--- config.mk ---
export PLATFORM = sky130hd
export DESIGN_NAME = fetch_unit
export DESIGN_NICKNAME = d
export VERILOG_FILES = /design/src/rtl/riscv_pkg.sv /design/src/rtl/program_counter.sv /design/src/rtl/fetch_unit.sv
export SDC_FILE = /design/constraint.sdc
export NUM_CORES = 1
export LEC_CHECK = 0
export ABC_AREA = 1
export CORE_MARGIN = 4
export CORE_UTILIZATION = 51
export DETAILED_ROUTE_END_ITERATION = 8
export PLACE_DENSITY = 0.92
export SLEW_MARGIN = 10
export SYNTH_ARGS = -nofsm -noshare
export SYNTH_HDL_FRONTEND = slang
export SYNTH_SLANG_ARGS = --single-unit
--- constraint.sdc ---
create_clock -name clk -period 10.5 [get_ports clk]
set_input_delay 1.575 -clock clk [delete_from_list [all_inputs] [get_ports clk]]
set_output_delay 1.575 -clock clk [all_outputs]
set_load 0.1 [all_outputs]
--- src/rtl/riscv_pkg.sv ---
// Shared datapath constants for the single-issue RISC-V pipeline.
package riscv_pkg;

  localparam int          XLEN             = 64;
  localparam logic [31:0] NOP_INSTR        = 32'h0000_0013;  // addi x0, x0, 0
  localparam logic [63:0] RESET_PC_DEFAULT = 64'd0;

  // Next-PC source chosen by the program counter each cycle.
  typedef enum logic [1:0] {
    PC_HOLD,
    PC_SEQ,
    PC_REDIRECT
  } pc_sel_e;

endpackage : riscv_pkg

--- src/rtl/program_counter.sv ---
// Program counter register with next-PC selection and redirect misalignment detect.
module program_counter
  import riscv_pkg::*;
#(
  parameter int               XLEN     = riscv_pkg::XLEN,
  parameter logic [XLEN-1:0]  RESET_PC = riscv_pkg::RESET_PC_DEFAULT[XLEN-1:0]
) (
  input  logic            clk,
  input  logic            reset,
  input  logic            stall,
  input  logic            redirect_valid,
  input  logic [XLEN-1:0] redirect_target,
  output logic [XLEN-1:0] pc,
  output logic [XLEN-1:0] pc_plus4,
  output logic            misaligned
);

  localparam logic [XLEN-1:0] FOUR = XLEN'(4);

  pc_sel_e         pc_sel;
  logic [XLEN-1:0] aligned_target;

  // Redirect targets are forced to a word boundary; the dropped bits raise the flag.
  assign aligned_target = {redirect_target[XLEN-1:2], 2'b00};
  assign pc_plus4       = pc + FOUR;

  // Next-PC source: redirect beats stall, stall beats sequential advance.
  always_comb begin
    // NOTE: assign a default before any branch so no path leaves pc_sel unassigned (no latch).
    pc_sel = PC_SEQ;
    if (redirect_valid) begin
      pc_sel = PC_REDIRECT;
    end else if (stall) begin
      pc_sel = PC_HOLD;
    end
  end

  // PC register and the one-cycle misalignment pulse.
  always_ff @(posedge clk or posedge reset) begin
    // NOTE: sequential state uses non-blocking assignments so every register samples pre-edge values.
    if (reset) begin
      pc         <= RESET_PC;
      misaligned <= 1'b0;
    end else begin
      unique case (pc_sel)
        PC_REDIRECT: begin
          pc         <= aligned_target;
          misaligned <= |redirect_target[1:0];
        end
        PC_HOLD: begin
          misaligned <= 1'b0;
        end
        default: begin
          pc         <= pc_plus4;
          misaligned <= 1'b0;
        end
      endcase
    end
  end

endmodule : program_counter

--- src/rtl/fetch_unit.sv ---
// Instruction-fetch stage: drives the instruction memory and holds the IF/ID register.
module fetch_unit
  import riscv_pkg::*;
#(
  parameter int               XLEN     = riscv_pkg::XLEN,
  parameter logic [XLEN-1:0]  RESET_PC = riscv_pkg::RESET_PC_DEFAULT[XLEN-1:0]
) (
  input  logic            clk,
  input  logic            reset,
  input  logic            stall,
  input  logic            redirect_valid,
  input  logic [XLEN-1:0] redirect_target,
  output logic [XLEN-1:0] imem_addr,
  input  logic [31:0]     imem_data,
  output logic            if_valid,
  output logic [XLEN-1:0] if_pc,
  output logic [XLEN-1:0] if_pc_plus4,
  output logic [31:0]     if_instr,
  output logic            if_misaligned
);

  logic [XLEN-1:0] pc;
  logic [XLEN-1:0] pc_plus4;

  program_counter #(
    .XLEN     (XLEN),
    .RESET_PC (RESET_PC)
  ) u_program_counter (
    .clk             (clk),
    .reset           (reset),
    .stall           (stall),
    .redirect_valid  (redirect_valid),
    .redirect_target (redirect_target),
    .pc              (pc),
    .pc_plus4        (pc_plus4),
    .misaligned      (if_misaligned)
  );

  // Memory is addressed by word index; the read returns in the same cycle.
  assign imem_addr = {2'b00, pc[XLEN-1:2]};

  // IF/ID register: a redirect turns the wrong-path slot into a bubble, a stall freezes it.
  always_ff @(posedge clk or posedge reset) begin
    if (reset) begin
      if_valid    <= 1'b0;
      if_pc       <= '0;
      if_pc_plus4 <= XLEN'(4);
      if_instr    <= NOP_INSTR;
    end else if (redirect_valid) begin
      if_valid <= 1'b0;
      if_instr <= NOP_INSTR;
    end else if (!stall) begin
      if_valid    <= 1'b1;
      if_pc       <= pc;
      if_pc_plus4 <= pc_plus4;
      if_instr    <= imem_data;
    end
  end

endmodule : fetch_unit

==> results.txt, run 1 <==
The final setup violation count is 0. The maximum count of clock buffers along a single path is 3. At the pin with the least slew margin, the transition time is 1.16 ns.

The setup check on the worst reg-to-reg path leaves a slack of 8.34 ns. After detailed routing, the average wire length per cell comes to 19.1 um. The final-layout setup total negative slack is 0 ns. The total internal power came out at 1.72 mW. Combinational cells account for 39.9% of the total power. Synthesis inferred 220 register bits.

By area, the combinational part of the netlist is dominated by simple AND/OR/NAND/NOR gates. The post-CTS setup repair buffer count is 0. Of the available clock period, the critical path in the final layout requires 36.7%. The final worst slack is 6.64 ns. Of the total synthesized cell area, the portion taken by full adders, half adders and majority gates is 0.122%. The flow ran to the end, and the final reports show no timing, DRC or antenna violations. The number of clock buffers inserted by TritonCTS came out at 23. In this run the clock root is driven by a sky130_fd_sc_hd__clkbuf_16. The proportion of netlist area held by the largest area contributor came out at 52.6%. The critical path data arrival time is 4.23 ns. The count of endpoints failing hold in the final timing report came out at 0. The required time at the worst-slack endpoint came out at 10.87 ns. In this design, the stage delay of the slowest critical-path cell is 0.89 ns.

The CTS H-tree depth is 1. The average footprint of a synthesized cell is 7.77 um2. Ranked by total cell area, the synthesized netlist is headed by sky130_fd_sc_hd__dfrtp_1 (53%), sky130_fd_sc_hd__nand2_1 (20%), sky130_fd_sc_hd__nand3_1 (4.6%).

The clock drives 220 sinks. The max-slew violation count is 0. The floorplan step set the die width to 150 um. The via count of the first global-routing pass is 10400. Yosys mapped a number of flops with a built-in enable equal to 0. The cell area after technology mapping came out at 0.0103 mm2. The number of warnings reported in the yosys synthesis log came out at 0. Clock latency on the worst-skew pair, taken at its later pin, is 0.52 ns. The initial standard-cell utilization of the core came out at 52.3%.

On the final layout, the worst clock skew is 0.00889 ns. sky130_fd_sc_hd__dfrtp_1 takes more of the synthesized area than any other cell. The area share of and/or/nand/nor cells after synthesis came out at 30.2%. The relative contribution of sequential cells to total power is 33.3%. The maximum frequency from static timing analysis is 0.259 GHz.

Setup repair after global routing left no endpoint under its margin. The top fanout value on the critical path came out at 108. The sequential cell area fraction in the yosys report came out at 53.6%. Global routing consumed, over all layers together, 32.0% of the routing resources.

The share of synthesized area spent on multiplexers came out at 0%. The die boundary height is 150 um. The net switching share of the total power is 45.4%. The relative slew slack is 22.5%. The growth of design area from synthesis to finish is 40.4%. Ranked by instance count, the synthesized netlist is headed by sky130_fd_sc_hd__nand2_1 (537), sky130_fd_sc_hd__dfrtp_1 (216), sky130_fd_sc_hd__inv_1 (115), sky130_fd_sc_hd__nor2_1 (111), sky130_fd_sc_hd__nand3_1 (94). The worst path needs 3.86 ns of the cycle, external delays included. The sum of net half-perimeters after detailed placement is 26400 um. In this run the count of I/O pins placed on the die edge is 326.

The number of cell rows came out at 51. After detailed routing, the total wire length is 36300 um. The post-layout total power is 3.16 mW. The quantity of I/O buffers inserted on ports came out at 319. The worst setup path is launched from an input port. The via count normalized by instance count came out at 5.46. In this run, distinct cell masters in the synthesized netlist total 27. The worst setup path is captured at a register.

IR analysis of the VDD net gives a maximum drop of 0.165 mV. The number of antenna violations at the first check in global routing came to 0. The final layout contains 1725 nets. The share of synthesized flip-flops with an asynchronous set or reset is 100%. The worst hold path belongs to the class reg2reg. The ratio of cells with drive above 1 in the final layout came out at 4.76%. The power density normalized to cell area is 219 mW/mm2. The post-synthesis share of cell area spent on xor and xnor gates is 0.852%. The leakage power figure is 6.91 nW. TritonCTS built the clock tree.

Of the total power, the clock network draws 26.8%. The number of cells produced by synthesis is 1323. The slowest stage of the critical path belongs to the cell sky130_fd_sc_hd__buf_4.

In this run, the number of DRC markers left after iteration 0 of detailed routing was 1045. Hold repair after CTS inserted 0 buffers. The global placer's final weighted congestion came out at 0.970.

The routed layout has 10400 vias. In the synthesized netlist the dominant register cell turns out to be sky130_fd_sc_hd__dfrtp_1. The count of TritonRoute iterations in the first routing pass is 8.

The cell area after layout is 0.0144 mm2. In this design, the critical path's most frequently occurring cell is sky130_fd_sc_hd__buf_4. The count of max-cap constraint violations came out at 0.

The post-CTS clock slew at the launch and capture registers of the worst setup and hold paths is 0.06 ns. The die covers 0.0225 mm2. The remaining number of nets flagged by the antenna check after routing is 0. Summed over all nets, the switching power comes to 1.43 mW. The type of the worst setup path is in2reg.

The number of gates given a new drive strength after cts came out at 0. The cell count after placement is 1864. The final core utilization came out at 73.4%. sky130_fd_sc_hd__nand2_1 is the most common cell in the netlist. OpenSTA, run right after detailed placement, puts the worst setup slack at 6.15 ns.

The core box area is 0.0197 mm2. The area fraction in compound gates after synthesis came out at 8.54%. The final instance count without filler cells is 1905. Traced cell by cell, the critical path runs through buf_2, buf_4, nor2_4, inv_4, buf_4, a21oi_1, o21ai_0, nand3_1.

The pin count of the biggest net entering global routing is 140. The wire length of the first global-routing pass came out at 56600 um. For this run, design rule violations remaining after detail routing come to 0. The worst hold slack across all endpoints came out at 0.471 ns.

The remaining global-route overflow is 0. The total placed instance area came out at 0.0136 mm2. The count of inserted antenna diode cells is 0.
==> power groups by stage <==
stage                     registers [mW]  logic (mW)  clock network, mW
after floorplan                     1.80       0.174                  0
after detailed placement            1.06        1.26                  0
after global placement              1.06        1.24                  0
final                               1.05        1.26              0.845
after global routing                1.06        1.30              0.893
after CTS                           1.05        1.26              0.854
==> final timing paths <==
| kind | depth (start not counted) | end | from |
|---|---|---|---|
| min in group asynchronous | 2 | if_pc_plus4[9] | reset |
| setup / recovery | 8 | u_program_counter.pc[14] | redirect_valid |
| max in group asynchronous | 3 | if_pc[39] | reset |
| hold reg to reg | 2 | if_pc[15] | if_pc[15] |
| setup reg to reg | 7 | u_program_counter.pc[47] | u_program_counter.pc[4] |
| hold / removal | 2 | if_pc[15] | if_pc[15] |
==> metal layers <==
layer	vias to the layer above	global-route usage, %	part of all wire (%)
met5	-	0	0
met1	4943	43.9	40
li1	4741	-	-
met2	610	52.0	48
met4	0	10.9	3.5
met3	98	5.21	9.0
==> registers in the layout (all words and copies together), names as in the netlist <==
signal and flops:
if_instr 32, if_pc 62, if_pc_plus4 62, if_valid 1, u_program_counter.misaligned 1, u_program_counter.pc 62
==> layout by cell type (no fill, tap or decap), types with 7 or more instances in the layout <==
| master | instances |
|---|---|
| sky130_fd_sc_hd__clkbuf_16 | 23 |
| sky130_fd_sc_hd__o21ai_0 | 93 |
| sky130_fd_sc_hd__a21oi_1 | 9 |
| sky130_fd_sc_hd__nor2_2 | 8 |
| sky130_fd_sc_hd__clkdlybuf4s50_1 | 318 |
| sky130_fd_sc_hd__dfrtp_1 | 216 |
| sky130_fd_sc_hd__nand3_1 | 94 |
| sky130_fd_sc_hd__nand2_1 | 537 |
| sky130_fd_sc_hd__nor2_1 | 110 |
| sky130_fd_sc_hd__inv_1 | 113 |
| sky130_fd_sc_hd__a22o_1 | 29 |
| sky130_fd_sc_hd__clkbuf_8 | 7 |
| sky130_fd_sc_hd__nand2_2 | 9 |
| sky130_fd_sc_hd__o21ai_1 | 13 |
==> critical path: cells and delay by family <==
kind / cells / cell delay [ns]
buffers and inverters: 4 / 2.09
AO/OA/AOI/OAI: 2 / 0.26
AND/OR/NAND/NOR: 2 / 0.25
==> cell families after synthesis <==
group           after synthesis
compound gates              150
xor+xnor                     10
flops                       220
buf+inv                     172
fa+ha+maj                     1
simple gates                769
other cells                   1
==> cell type report <==
class | instances | area [um2]
Tap cell | 265 | 332
Fill cell | 1489 | 5220
Inverter | 118 | 453
Clock inverter | 8 | 105
Timing Repair Buffer | 325 | 3230
Clock buffer | 33 | 683
Multi-Input combinational cell | 936 | 4120
Sequential cell | 220 | 5510
Power figures use the tool's default switching activity.
==> inputs of run 2 (changes only) <==
--- a/config.mk
+++ b/config.mk
@@ -7,9 +7,9 @@
 export LEC_CHECK = 0
 export ABC_AREA = 1
 export CORE_MARGIN = 4
-export CORE_UTILIZATION = 51
+export CORE_UTILIZATION = 47
 export DETAILED_ROUTE_END_ITERATION = 8
-export PLACE_DENSITY = 0.92
+export PLACE_DENSITY = 0.86
 export SLEW_MARGIN = 10
 export SYNTH_ARGS = -nofsm -noshare
 export SYNTH_HDL_FRONTEND = slang
==> constraint.sdc (replaced) <==
create_clock -name clk -period 3.77 [get_ports clk]
set_input_delay 0.5655 -clock clk [delete_from_list [all_inputs] [get_ports clk]]
set_output_delay 0.5655 -clock clk [all_outputs]
set_load 0.1 [all_outputs]
==> run 2 against run 1 <==
  * Combinational power grew to 2.8 times the previous value
  * Sequential power increased to 2.8 times the previous value
  * Utilization down 5.2 points
  * Sequential cell count unchanged
  * Cell area rose by 0.69%
==> results.txt, run 2 (synthesized netlist as in run 1, its figures left out) <==
The post-CTS setup repair buffer count came out at 0. In this run the static leakage power is 6.96 nW. Hold timing on the final database bottoms out at a slack of 0.475 ns. Wires add up to 36500 um. The largest individual stage delay along the critical path comes from the cell sky130_fd_sc_hd__clkdlybuf4s50_1. The largest registers in the layout are if_pc: 62 flops, if_pc_plus4: 62 flops, u_program_counter.pc: 62 flops. The via count normalized by instance count came out at 5.32. The final-layout setup total negative slack is 0 ns.

Clock latency on the worst-skew pair, taken at its later pin, is 0.52 ns. The residual DRC count is 0. The ratio of cells with drive above 1 in the final layout came out at 5.10%. The worst hold path belongs to the class reg2reg. Summed over all layers, the global routing overflow is 0.

Leaving out fill and tap cells, the most frequent cells in the layout are sky130_fd_sc_hd__nand2_1 (537), sky130_fd_sc_hd__clkdlybuf4s50_1 (318), sky130_fd_sc_hd__dfrtp_1 (216), sky130_fd_sc_hd__inv_1 (113), sky130_fd_sc_hd__nor2_1 (110). The worst setup path is of the reg2out kind. The sum of net half-perimeters after detailed placement came out at 26700 um. The maximum frequency from static timing analysis came out at 0.354 GHz.

The max-slew violation count is 0. The net count of the finished layout is 1732. The count of endpoints failing hold in the final timing report is 0.

The die span in x is 156 um. The top fanout value on the critical path came out at 6. The combined buffer and inverter count along the critical path is 1. The first global-routing pass estimated 56400 um of wire. 326 I/O pins were placed. CTS placed an instance of sky130_fd_sc_hd__clkbuf_16 at the clock tree root. The number of gates resized after CTS was 0. The family with the most delay on the worst path is buffers and inverters. The power density normalized to cell area came out at 607 mW/mm2. The die boundary height came out at 156 um. Setup repair after global routing left no endpoint under its margin.

The global routing usage summed across all routing layers is 29.4%. The TritonCTS clock tree is yes. The core box area is 0.0213 mm2. The required time at the worst-slack endpoint is 3.20 ns. The count of TritonRoute iterations in the first routing pass came out at 6. Buffers placed on the I/O ports in this run total 319. The pin count of the biggest net entering global routing came out at 100. The final setup violation count came out at 0. TritonCTS created 24 clock buffers.

The transition time at the pin with the least slew margin is 1.18 ns. The initial standard-cell utilization of the core is 48.3%. The growth of design area from synthesis to finish came out at 41.4%.

The final period utilization came out at 74.8%. The worst setup path is launched from a register. The total via count in the routed design came out at 10200.

In this run the number of H-tree levels came out at 1. Measured against its own limit, the worst slew margin works out to 21.5%. The count of max-cap constraint violations is 0. The number of cell rows came out at 53.

The maximum count of clock buffers along a single path came out at 3. The post-CTS clock slew at the launch and capture registers of the worst setup and hold paths came out at 0.06 ns. The worst supply voltage drop on vdd came out at 0.404 mV. The clock tree skew after final layout came out at 0.0152 ns. STA puts the critical path data arrival time at 2.26 ns. The die covers 0.0243 mm2.

In this run the remaining antenna-violating nets after routing total 0. The worst setup path is captured at a primary output. The largest single stage delay on the critical path is 1.20 ns. The number of antenna violations at the first check in global routing came to 1.

The number of buffers added to fix hold violations after cts is 0. The via count of the first global-routing pass came to 10200. The global placer's final weighted congestion is 0.925.

The post-route minimum period came out at 2.82 ns. The library cell used most frequently in the layout, excluding fill and tap cells, is sky130_fd_sc_hd__nand2_1. The run finished with clean final reports. Dividing the detail-routed wire length by the instance count gives 19.0 um.

The number of design-rule violations left by the first detailed-router iteration is 750. The TritonCTS sink count is 220. The critical path goes through clkdlybuf4s50_1.
[run 2: changes by cell type in the layout (fill, tap and decap cells not counted), sizes merged]
cell | before | now
buf | 7 | 13
clkbuf | 33 | 35
clkinv | 1 | 6
clkinvlp | 3 | 1
diode | 0 | 1
inv | 120 | 117
[run 2: worst register-to-register path, stage by stage (launching register included)]
cell	delay (ns)
sky130_fd_sc_hd__dfrtp_1	0.53
sky130_fd_sc_hd__nand2_1	0.12
sky130_fd_sc_hd__nor2_1	0.30
sky130_fd_sc_hd__nand2_1	0.12
sky130_fd_sc_hd__nor2_1	0.46
sky130_fd_sc_hd__nand2_1	0.18
sky130_fd_sc_hd__nor2_1	0.14
sky130_fd_sc_hd__nand2_1	0.06
sky130_fd_sc_hd__nand3_1	0.10
sky130_fd_sc_hd__nand2_1	0.07
[run 2: metal layers]
metal / wire, um / vias to the layer above / global-route usage (%)
met2: 16900 / 536 / 47.1
met3: 3100 / 84 / 4.91
met5: 0 / - / 0
li1: - / 4762 / -
met1: 15200 / 4854 / 40.9
met4: 1300 / 0 / 9.71
[run 2: path summary, 6_finish.rpt]
path / end / from / slack [ns] / depth (start not counted)
max: imem_addr[25] / u_program_counter.pc[27] / 0.95 / 1
min: if_pc[11] / if_pc[11] / 0.48 / 2
max reg2reg: if_pc_plus4[53] / u_program_counter.pc[27] / 1.57 / 9
min reg2reg: if_pc[11] / if_pc[11] / 0.48 / 2
max in group asynchronous: if_instr[0] / reset / 2.25 / 3
min in group asynchronous: if_pc[6] / reset / 0.53 / 2
[run 2: where the power goes]
part           internal, mW  switching [mW]
Clock                  1.45           0.951
Sequential             2.65           0.276
Combinational         0.747            2.76
[run 2: through the flow]
step / cells / worst slack [ns] / area (um2) / util [%] / power, mW
3_3_place_gp: 1880 / 1.31 / 13700 / 64.5 / 6.42
3_5_place_dp: 1880 / 1.24 / 13700 / 64.5 / 6.46
6_report: 1924 / 0.949 / 14500 / 68.3 / 8.83
2_1_floorplan: 1328 / 0.340 / 10300 / - / 5.51
5_1_grt: 1924 / 0.905 / 14500 / 68.3 / 9.12
4_1_cts: 1923 / 0.955 / 14500 / 68.3 / 8.87
[run 2: cell type report]
type / count / area (um2)
Sequential cell: 220 / 5510
Clock inverter: 8 / 93.8
Tap cell: 275 / 344
Timing Repair Buffer: 331 / 3300
Fill cell: 1690 / 6750
Antenna cell: 1 / 2.50
Multi-Input combinational cell: 936 / 4120
Inverter: 118 / 449
Clock buffer: 35 / 713
